<file path="config.mk">
export PLATFORM = sky130hd
export DESIGN_NAME = ibex_prefetch_buffer_mq
export DESIGN_NICKNAME = d
export VERILOG_FILES = /design/src/rtl/ibex_prefetch_buffer_mq.sv
export SDC_FILE = /design/constraint.sdc
export NUM_CORES = 1
export LEC_CHECK = 0
export CAP_MARGIN = 5
export CORE_MARGIN = 3
export CORE_UTILIZATION = 40
export DETAILED_ROUTE_END_ITERATION = 10
export PLACE_DENSITY_LB_ADDON = 0.25
export SLEW_MARGIN = 40
export SYNTH_ARGS = -nofsm -noshare
export SYNTH_HDL_FRONTEND = slang
export SYNTH_SLANG_ARGS = --single-unit
</file>
<file path="constraint.sdc">
create_clock -name clk_i -period 4 [get_ports clk_i]
set_clock_uncertainty 0.15 [all_clocks]
set_input_delay 0.8 -clock clk_i [delete_from_list [all_inputs] [get_ports clk_i]]
set_output_delay 0.8 -clock clk_i [all_outputs]
set_load 0.01 [all_outputs]
</file>
<file path="src/rtl/ibex_prefetch_buffer_mq.sv">
// ---------------------------------------------------------------------------
// ibex_prefetch_buffer_mq
//
// Instruction prefetch buffer with multiple outstanding bus requests.
// Fetches sequential words from the address given on the last branch and
// buffers the returned words in a small FIFO. FIFO space is reserved when a
// request is issued, so a response always has somewhere to land.
//
// Parameters
//   NUM_REQS    : maximum granted-but-unanswered bus requests (1..8)
//   FIFO_DEPTH  : fetched-word storage entries (NUM_REQS..16)
//   STOP_ON_ERR : stop issuing after buffering an errored word until a branch
//
// Ports
//   clk_i, rst_i          : clock, synchronous active-high reset
//   req_i                 : fetch enable
//   branch_i, addr_i      : redirect fetch to {addr_i[31:2], 2'b00}
//   valid_o, ready_i      : consumer handshake for the FIFO head
//   rdata_o, addr_o, err_o: head word, its word address and bus error flag
//   instr_*               : request/grant + in-order response bus
//   busy_o                : request pending or responses outstanding
//   outstanding_o         : granted requests not yet answered
//   discard_cnt_o         : saturating count of dropped responses (only when
//                           IBEX_PREFETCH_DISCARD_CNT_EN is defined)
//
// Optional feature macro: IBEX_PREFETCH_DISCARD_CNT_EN
// ---------------------------------------------------------------------------
module ibex_prefetch_buffer_mq #(
    parameter int unsigned NUM_REQS    = 2,
    parameter int unsigned FIFO_DEPTH  = 4,
    parameter bit          STOP_ON_ERR = 1'b1
) (
    input  logic                          clk_i,
    input  logic                          rst_i,
    input  logic                          req_i,
    input  logic                          branch_i,
    input  logic [31:0]                   addr_i,
    output logic                          valid_o,
    input  logic                          ready_i,
    output logic [31:0]                   rdata_o,
    output logic [31:0]                   addr_o,
    output logic                          err_o,
    output logic                          instr_req_o,
    input  logic                          instr_gnt_i,
    output logic [31:0]                   instr_addr_o,
    input  logic [31:0]                   instr_rdata_i,
    input  logic                          instr_err_i,
    input  logic                          instr_rvalid_i,
    output logic                          busy_o,
    output logic [$clog2(NUM_REQS+1)-1:0] outstanding_o
`ifdef IBEX_PREFETCH_DISCARD_CNT_EN
    ,
    output logic [15:0]                   discard_cnt_o
`endif
);

    localparam int unsigned OW  = $clog2(NUM_REQS + 1);
    localparam int unsigned CW  = $clog2(FIFO_DEPTH + 1);
    localparam int unsigned FPW = (FIFO_DEPTH > 1) ? $clog2(FIFO_DEPTH) : 1;
    localparam int unsigned QPW = (NUM_REQS > 1) ? $clog2(NUM_REQS) : 1;
    localparam int unsigned SW  = ((CW > OW) ? CW : OW) + 1;

    // Fetch / request state
    logic              fetch_ok_q;      // a branch has been seen since reset
    logic [31:0]       fetch_addr_q;    // next sequential fetch address
    logic              req_held_q;      // request on the bus awaiting grant
    logic [31:0]       held_addr_q;
    logic              held_disc_q;     // held request was overtaken by a branch
    logic              err_halt_q;

    // In-order tracker of granted requests: address and discard flag
    logic [OW-1:0]       outstanding_q;
    logic [QPW-1:0]      oq_wptr_q;
    logic [QPW-1:0]      oq_rptr_q;
    logic [31:0]         oq_addr_q [NUM_REQS];
    logic [NUM_REQS-1:0] oq_disc_q;
    logic [NUM_REQS-1:0] oq_disc_d;

    // Fetched-word FIFO
    logic [31:0]           fifo_data_q [FIFO_DEPTH];
    logic [31:0]           fifo_addr_q [FIFO_DEPTH];
    logic [FIFO_DEPTH-1:0] fifo_err_q;
    logic [FPW-1:0]        fifo_wptr_q;
    logic [FPW-1:0]        fifo_rptr_q;
    logic [CW-1:0]         fifo_cnt_q;

    logic [31:0] branch_addr;
    logic [31:0] issue_addr;
    logic        space_ok;
    logic        halted;
    logic        new_req;
    logic        grant;
    logic        grant_disc;
    logic        rsp_valid;
    logic        head_disc;
    logic        rsp_push;
    logic        rsp_drop;
    logic        pop;
    logic        unused_addr_lsb;

    function automatic logic [FPW-1:0] fifo_ptr_inc(input logic [FPW-1:0] p);
        if (p == FPW'(FIFO_DEPTH - 1)) begin
            return '0;
        end
        return p + FPW'(1);
    endfunction

    function automatic logic [QPW-1:0] oq_ptr_inc(input logic [QPW-1:0] p);
        if (p == QPW'(NUM_REQS - 1)) begin
            return '0;
        end
        return p + QPW'(1);
    endfunction

    assign unused_addr_lsb = ^addr_i[1:0];

    assign branch_addr = {addr_i[31:2], 2'b00};
    assign issue_addr  = branch_i ? branch_addr : fetch_addr_q;

    // Outstanding requests (including ones that will be discarded) count
    // against FIFO space; a branch empties the FIFO so space is guaranteed.
    assign space_ok = (SW'(fifo_cnt_q) + SW'(outstanding_q)) < SW'(FIFO_DEPTH);
    assign halted   = err_halt_q & ~branch_i;

    // A fresh request is only started when none is held, which keeps the
    // held request's address stable on the bus until it is granted.
    assign new_req = ~req_held_q & req_i & (fetch_ok_q | branch_i) &
                     (outstanding_q < OW'(NUM_REQS)) & (space_ok | branch_i) & ~halted;

    assign instr_req_o  = req_held_q | new_req;
    assign instr_addr_o = req_held_q ? held_addr_q : issue_addr;
    assign grant        = instr_req_o & instr_gnt_i;
    assign grant_disc   = req_held_q & (held_disc_q | branch_i);

    // Responses with nothing outstanding are stray (e.g. pre-reset) and ignored.
    assign rsp_valid = instr_rvalid_i & (outstanding_q != '0);
    assign head_disc = oq_disc_q[oq_rptr_q];
    assign rsp_push  = rsp_valid & ~head_disc & ~branch_i;
    assign rsp_drop  = rsp_valid & (head_disc | branch_i);

    assign valid_o = (fifo_cnt_q != '0);
    assign pop     = valid_o & ready_i & ~branch_i;
    assign rdata_o = fifo_data_q[fifo_rptr_q];
    assign addr_o  = fifo_addr_q[fifo_rptr_q];
    assign err_o   = valid_o & fifo_err_q[fifo_rptr_q];

    assign busy_o        = (outstanding_q != '0) | instr_req_o;
    assign outstanding_o = outstanding_q;

    // A slot being written by this cycle's grant takes the grant's flag;
    // every other slot becomes discarded on a branch.
    for (genvar gi = 0; gi < NUM_REQS; gi++) begin : g_oq_disc
        assign oq_disc_d[gi] = (grant && (oq_wptr_q == QPW'(gi))) ? grant_disc
                                                                  : (oq_disc_q[gi] | branch_i);
    end

    always_ff @(posedge clk_i) begin
        if (rst_i) begin
            fetch_ok_q    <= 1'b0;
            fetch_addr_q  <= '0;
            req_held_q    <= 1'b0;
            held_addr_q   <= '0;
            held_disc_q   <= 1'b0;
            err_halt_q    <= 1'b0;
            outstanding_q <= '0;
            oq_wptr_q     <= '0;
            oq_rptr_q     <= '0;
            oq_disc_q     <= '0;
            fifo_wptr_q   <= '0;
            fifo_rptr_q   <= '0;
            fifo_cnt_q    <= '0;
        end else begin
            fetch_ok_q <= fetch_ok_q | branch_i;

            if (new_req) begin
                fetch_addr_q <= issue_addr + 32'd4;
            end else if (branch_i) begin
                fetch_addr_q <= branch_addr;
            end

            req_held_q <= instr_req_o & ~instr_gnt_i;
            if (instr_req_o) begin
                held_addr_q <= instr_addr_o;
            end
            held_disc_q <= grant_disc;

            outstanding_q <= outstanding_q + OW'(grant) - OW'(rsp_valid);
            if (grant) begin
                oq_wptr_q <= oq_ptr_inc(oq_wptr_q);
            end
            if (rsp_valid) begin
                oq_rptr_q <= oq_ptr_inc(oq_rptr_q);
            end
            oq_disc_q <= oq_disc_d;

            if (branch_i) begin
                err_halt_q <= 1'b0;
            end else if (rsp_push && instr_err_i && STOP_ON_ERR) begin
                err_halt_q <= 1'b1;
            end

            if (branch_i) begin
                fifo_wptr_q <= '0;
                fifo_rptr_q <= '0;
                fifo_cnt_q  <= '0;
            end else begin
                if (rsp_push) begin
                    fifo_wptr_q <= fifo_ptr_inc(fifo_wptr_q);
                end
                if (pop) begin
                    fifo_rptr_q <= fifo_ptr_inc(fifo_rptr_q);
                end
                fifo_cnt_q <= fifo_cnt_q + CW'(rsp_push) - CW'(pop);
            end
        end
    end

    // Storage arrays carry no reset; their contents are qualified by the
    // pointers and counts above.
    always_ff @(posedge clk_i) begin
        if (grant) begin
            oq_addr_q[oq_wptr_q] <= instr_addr_o;
        end
        if (rsp_push) begin
            fifo_data_q[fifo_wptr_q] <= instr_rdata_i;
            fifo_addr_q[fifo_wptr_q] <= oq_addr_q[oq_rptr_q];
            fifo_err_q[fifo_wptr_q]  <= instr_err_i;
        end
    end

`ifdef IBEX_PREFETCH_DISCARD_CNT_EN
    logic [15:0] discard_cnt_q;

    always_ff @(posedge clk_i) begin
        if (rst_i) begin
            discard_cnt_q <= '0;
        end else if (rsp_drop && (discard_cnt_q != 16'hFFFF)) begin
            discard_cnt_q <= discard_cnt_q + 16'd1;
        end
    end

    assign discard_cnt_o = discard_cnt_q;
`else
    logic unused_rsp_drop;
    assign unused_rsp_drop = rsp_drop;
`endif

endmodule

</file>
==> impl_summary.log, run 1 <==
INFO  metric regToRegEndpoint = oq_addr_q[0][20]
INFO  metric post_synth_main_area_contributors = sky130_fd_sc_hd__edfxtp_1 60%, sky130_fd_sc_hd__dfxtp_1 10%, sky130_fd_sc_hd__mux4_2 9.0%
INFO  metric clock.fmax = 285.0 MHz
INFO  metric cp_num_cells = 7
INFO  metric setup.worst_path.class = flop to primary output
INFO  metric yosysTopAreaCell = sky130_fd_sc_hd__edfxtp_1
INFO  metric number_of_drc_markers_after_the_initial_detailed_route_iteration = 445
INFO  metric worst_r2r_startpoint = outstanding_o[1]
INFO  metric outcome = complete, no violations
INFO  metric first_pass_detailed_route_iteration_total = 4
INFO  metric ctsResizeCount = 0
INFO  metric layout.nets = 1252
INFO  metric grt_setup_unrepaired = false
INFO  metric slew_violations = 0
INFO  metric yosys_warnings = 0
INFO  metric first_global_vias = 9016
INFO  metric flow.area_growth_from_synthesis = 23.32%
INFO  metric total_inserted_antenna_cells = 0
INFO  metric yosys_reg_bits = 408
INFO  metric maxCapViolations = 0
INFO  metric grt_first_pass_wirelength = 54610 µm
INFO  metric timing.critical_path.to_type = primary output
INFO  metric max_stage_delay = 0.53 ns
INFO  metric cellPowerDensity = 488.6 nW/µm²
INFO  metric final-setup-viol-count = 0
INFO  metric totalWireLength = 35300 µm
INFO  metric slew_headroom = 0.5428
INFO  metric path_buf_inv = 2
INFO  metric period_share = 0.8771
INFO  metric start_kind = flop
INFO  metric met3WireLength = 1795 µm
INFO  metric floorplan.rows = 73
INFO  metric post_layout_nonfiller_instances = 1727
INFO  metric detail_route.vias_per_cell = 5.153
INFO  metric timing.hold.worst.class = flop to flop
INFO  metric post_drt_wl_per_cell = 20.44 µm
INFO  metric critPathMaxFanout = 6
INFO  metric timing.critical_path.arrival = 2.56 ns
INFO  metric yosys_most_used_dff = sky130_fd_sc_hd__edfxtp_1
INFO  metric share_of_flip_flops_with_an_asynchronous_set_or_reset = 0
INFO  metric worst_hold_path.num_cells = 2
INFO  metric fp.dieArea = 43160 µm²
INFO  metric num_vias = 8899
INFO  metric timing.critical_path.from = outstanding_o[1]
INFO  metric irDropWorstVdd = 0.0002450 V
INFO  metric final.setup.worst_slack = 0.4915 ns
INFO  metric initial_utilization = 0.4069
INFO  metric grt_remaining_overflow = 0
INFO  metric tritoncts_clock_tree = done
INFO  metric finalCriticalPeriod = 3.509 ns
INFO  metric worst_setup_hold_path_clk_slew = 0.06 ns
INFO  metric pin_count_of_the_biggest_net_entering_global_routing = 69
INFO  metric ctsHtreeMaxLevel = 2
INFO  metric cts_hold_buffers = 0
INFO  metric drive_above_1_share = 0.2163
INFO  metric io_pins = 174
INFO  metric post_synthesis_cell_area = 16280 µm²
INFO  metric coreArea = 40010 µm²
INFO  metric initial_antenna_violation_count = 0
INFO  metric crit_chain = ha_1 -> nor4b_1 -> o2111a_1 -> nor2_2 -> inv_2 -> or3_1 -> clkdlybuf4s50_1
INFO  metric avgSynthCellArea = 16.75 µm²
INFO  metric finalSetupTns = 0 ns
INFO  metric synth-edff-count = 324
INFO  metric met2RoutedLength = 16670 µm
INFO  metric hpwl = 22450 µm
INFO  metric cts_buffers = 43
INFO  metric clock_path_buffers = 3
INFO  metric synth.lib_cells_used.distinct = 67
INFO  metric synth_top_cell_area_share = 0.5976
INFO  metric worstMarginPinSlew = 0.6857 ns
INFO  metric setup_slack_placement = 0.4914 ns
INFO  metric p_leak = 0.006644 µW
INFO  metric die_w = 207.7 µm
INFO  metric postSynthCellCount = 972
INFO  metric top_signal_layer_used = met4
INFO  metric final_hold_viol_count = 0
INFO  metric critPathRequiredTime = 3.05 ns
INFO  metric rr_worst_depth = 8
INFO  metric clock-sinks = 408
INFO  metric critical-path-slowest-cell = sky130_fd_sc_hd__clkdlybuf4s50_1
INFO  metric groute.usage.overall = 0.1635
INFO  metric postCtsSetupRepairBufs = 0
INFO  metric synth_sequential_area_ratio = 0.7009
INFO  metric clock_tree.root_cell = sky130_fd_sc_hd__clkbuf_16
INFO  metric final_antenna_net_count = 0
INFO  metric ff2ff_setup_slack = 1.12 ns
INFO  metric numPortBuffers = 171
INFO  metric dpl.cell_count = 1648
INFO  metric gpl.final_weighted_congestion = 0.7748
INFO  metric m1WireLength = 16170 µm
INFO  metric timing.critical_path.to = busy_o
INFO  metric clk_lat_worst_skew = 0.54 ns
INFO  metric die-height = 207.7 µm
INFO  metric syn-num-nets = 1056
INFO  metric post-layout-total-power = 9808 µW
INFO  metric crit_family = buffers and inverters
INFO  metric whs = 0.2995 ns
INFO  metric drt_drc_violations_left = 0
==> sequential cells by signal (all words and copies together), names as in the netlist, 2 cells and up, named ones only <==
register       count
fifo_data_q      128
fifo_rptr_q        2
fifo_cnt_q         3
fetch_addr_q      32
outstanding_o      2
held_addr_q       32
oq_addr_q         64
fifo_addr_q      128
fifo_err_q         4
fifo_wptr_q        2
oq_disc_q          2
==> how the worst min path moves through the flow <==
stage                         start               to  slack, ns
finish              held_addr_q[10]  held_addr_q[10]       0.30
global route        held_addr_q[15]  held_addr_q[15]       0.32
CTS                 held_addr_q[19]  held_addr_q[19]       0.30
detailed placement  held_addr_q[19]  held_addr_q[19]       0.29
global placement    held_addr_q[18]  held_addr_q[18]       0.28
floorplan                fetch_ok_q       fetch_ok_q       0.28
==> synthesized netlist by cell type, types with 2 or more instances <==
| cell type | count |
|---|---|
| sky130_fd_sc_hd__and4_1 | 4 |
| sky130_fd_sc_hd__a22oi_1 | 2 |
| sky130_fd_sc_hd__nor2b_1 | 3 |
| sky130_fd_sc_hd__edfxtp_1 | 324 |
| sky130_fd_sc_hd__nand3_1 | 13 |
| sky130_fd_sc_hd__a21oi_1 | 46 |
| sky130_fd_sc_hd__nor3_1 | 14 |
| sky130_fd_sc_hd__nand2_1 | 92 |
| sky130_fd_sc_hd__a41o_1 | 2 |
| sky130_fd_sc_hd__or2_2 | 2 |
| sky130_fd_sc_hd__a31oi_1 | 2 |
| sky130_fd_sc_hd__o21ai_0 | 9 |
| sky130_fd_sc_hd__xnor2_1 | 9 |
| sky130_fd_sc_hd__clkbuf_1 | 19 |
| sky130_fd_sc_hd__a22o_1 | 2 |
| sky130_fd_sc_hd__nor2_1 | 37 |
| sky130_fd_sc_hd__nand4b_1 | 4 |
| sky130_fd_sc_hd__dfxtp_1 | 84 |
| sky130_fd_sc_hd__and2_1 | 11 |
| sky130_fd_sc_hd__o211ai_1 | 2 |
| sky130_fd_sc_hd__nand4_2 | 2 |
| sky130_fd_sc_hd__a211oi_1 | 3 |
| sky130_fd_sc_hd__xor2_1 | 3 |
| sky130_fd_sc_hd__nand4_1 | 13 |
| sky130_fd_sc_hd__or3_1 | 2 |
| sky130_fd_sc_hd__inv_1 | 17 |
| sky130_fd_sc_hd__nand3b_1 | 3 |
| sky130_fd_sc_hd__and3_1 | 6 |
| sky130_fd_sc_hd__buf_4 | 4 |
| sky130_fd_sc_hd__or4_1 | 5 |
| sky130_fd_sc_hd__o21ai_1 | 5 |
| sky130_fd_sc_hd__mux2_2 | 78 |
| sky130_fd_sc_hd__o21a_1 | 3 |
| sky130_fd_sc_hd__nand4b_4 | 2 |
| sky130_fd_sc_hd__buf_1 | 6 |
| sky130_fd_sc_hd__mux2i_1 | 19 |
| sky130_fd_sc_hd__mux4_2 | 65 |
| sky130_fd_sc_hd__buf_2 | 14 |
| sky130_fd_sc_hd__buf_6 | 2 |
| sky130_fd_sc_hd__nor2_2 | 2 |
| sky130_fd_sc_hd__ha_1 | 11 |
==> layout by cell type, fill, tap and decap left out, types with 10 or more instances in the layout <==
master,synthesis,final
sky130_fd_sc_hd__inv_1,17,17
sky130_fd_sc_hd__mux4_2,65,65
sky130_fd_sc_hd__ha_1,11,11
sky130_fd_sc_hd__mux2_2,78,78
sky130_fd_sc_hd__clkdlybuf4s50_1,0,169
sky130_fd_sc_hd__mux2i_1,19,19
sky130_fd_sc_hd__clkbuf_16,0,45
sky130_fd_sc_hd__a21oi_1,46,46
sky130_fd_sc_hd__nand2_1,92,92
sky130_fd_sc_hd__nand4_1,13,13
sky130_fd_sc_hd__buf_12,1,10
sky130_fd_sc_hd__nand3_1,13,13
sky130_fd_sc_hd__nor2_1,37,37
sky130_fd_sc_hd__nor3_1,14,14
sky130_fd_sc_hd__dfxtp_1,84,82
sky130_fd_sc_hd__edfxtp_1,324,324
sky130_fd_sc_hd__buf_4,4,18
==> stage by stage <==
step                instance area (µm²)  utilization
floorplan                         16280            -
global placement                  18730       0.4682
detailed placement                18730       0.4682
CTS                               20080       0.5018
global route                      20080       0.5018
finish                            20080       0.5018
==> power by group <==
| group | switching (µW) | leakage, µW | internal, µW | total [µW] |
|---|---|---|---|---|
| logic | 613 | 0.00236 | 527 | 1140 |
| clock network | 1580 | 0.000658 | 2180 | 3760 |
| registers | 63.2 | 0.00363 | 4840 | 4910 |
==> cell type report <==
cell class,instances,area [µm²]
clock inverter,22,145.1
multi-input combinational,498,4552
tap,525,656.9
inverter,18,67.56
clock buffer,57,1201
sequential,408,11420
fill,3357,19930
timing repair buffer,199,2037
==> logic make-up after synthesis <==
| group | Yosys count | synth area share |
|---|---|---|
| XOR/XNOR | 12 | 0.006457 |
| flip-flops | 408 | 0.7009 |
| AND/OR/NAND/NOR | 223 | 0.07186 |
| buffers and inverters | 66 | 0.02006 |
| adder cells (fa/ha/maj) | 12 | 0.009684 |
| AO/OA/AOI/OAI | 89 | 0.03543 |
| multiplexers | 162 | 0.1556 |
==> per-layer routing <==
| metal | global-route usage | vias to the layer above |
|---|---|---|
| met1 | 0.2291 | 4482 |
| met2 | 0.2622 | 200 |
| met3 | 0.03295 | 44 |
| met5 | 0 | - |
| li1 | - | 4173 |
| met4 | 0.04557 | 0 |
==> tightest hold or removal path, delay by kind of cell, from the launching register on <==
kind | cells | cell delay [ns]
DFF | 1 | 0.30
and+or+nand+nor | 1 | 0.05
AOI/OAI and AO/OA | 1 | 0.05
Note: power is estimated with default switching activity, not from simulation.
==> run 2, diff against run 1 <==
--- a/config.mk
+++ b/config.mk
@@ -5,7 +5,7 @@
 export SDC_FILE = /design/constraint.sdc
 export NUM_CORES = 1
 export LEC_CHECK = 0
-export CAP_MARGIN = 5
+export CAP_MARGIN = 30
 export CORE_MARGIN = 3
 export CORE_UTILIZATION = 40
 export DETAILED_ROUTE_END_ITERATION = 10
==> results of run 2 <==
The final DEF is identical to that of run 1; final timing and power are the same.
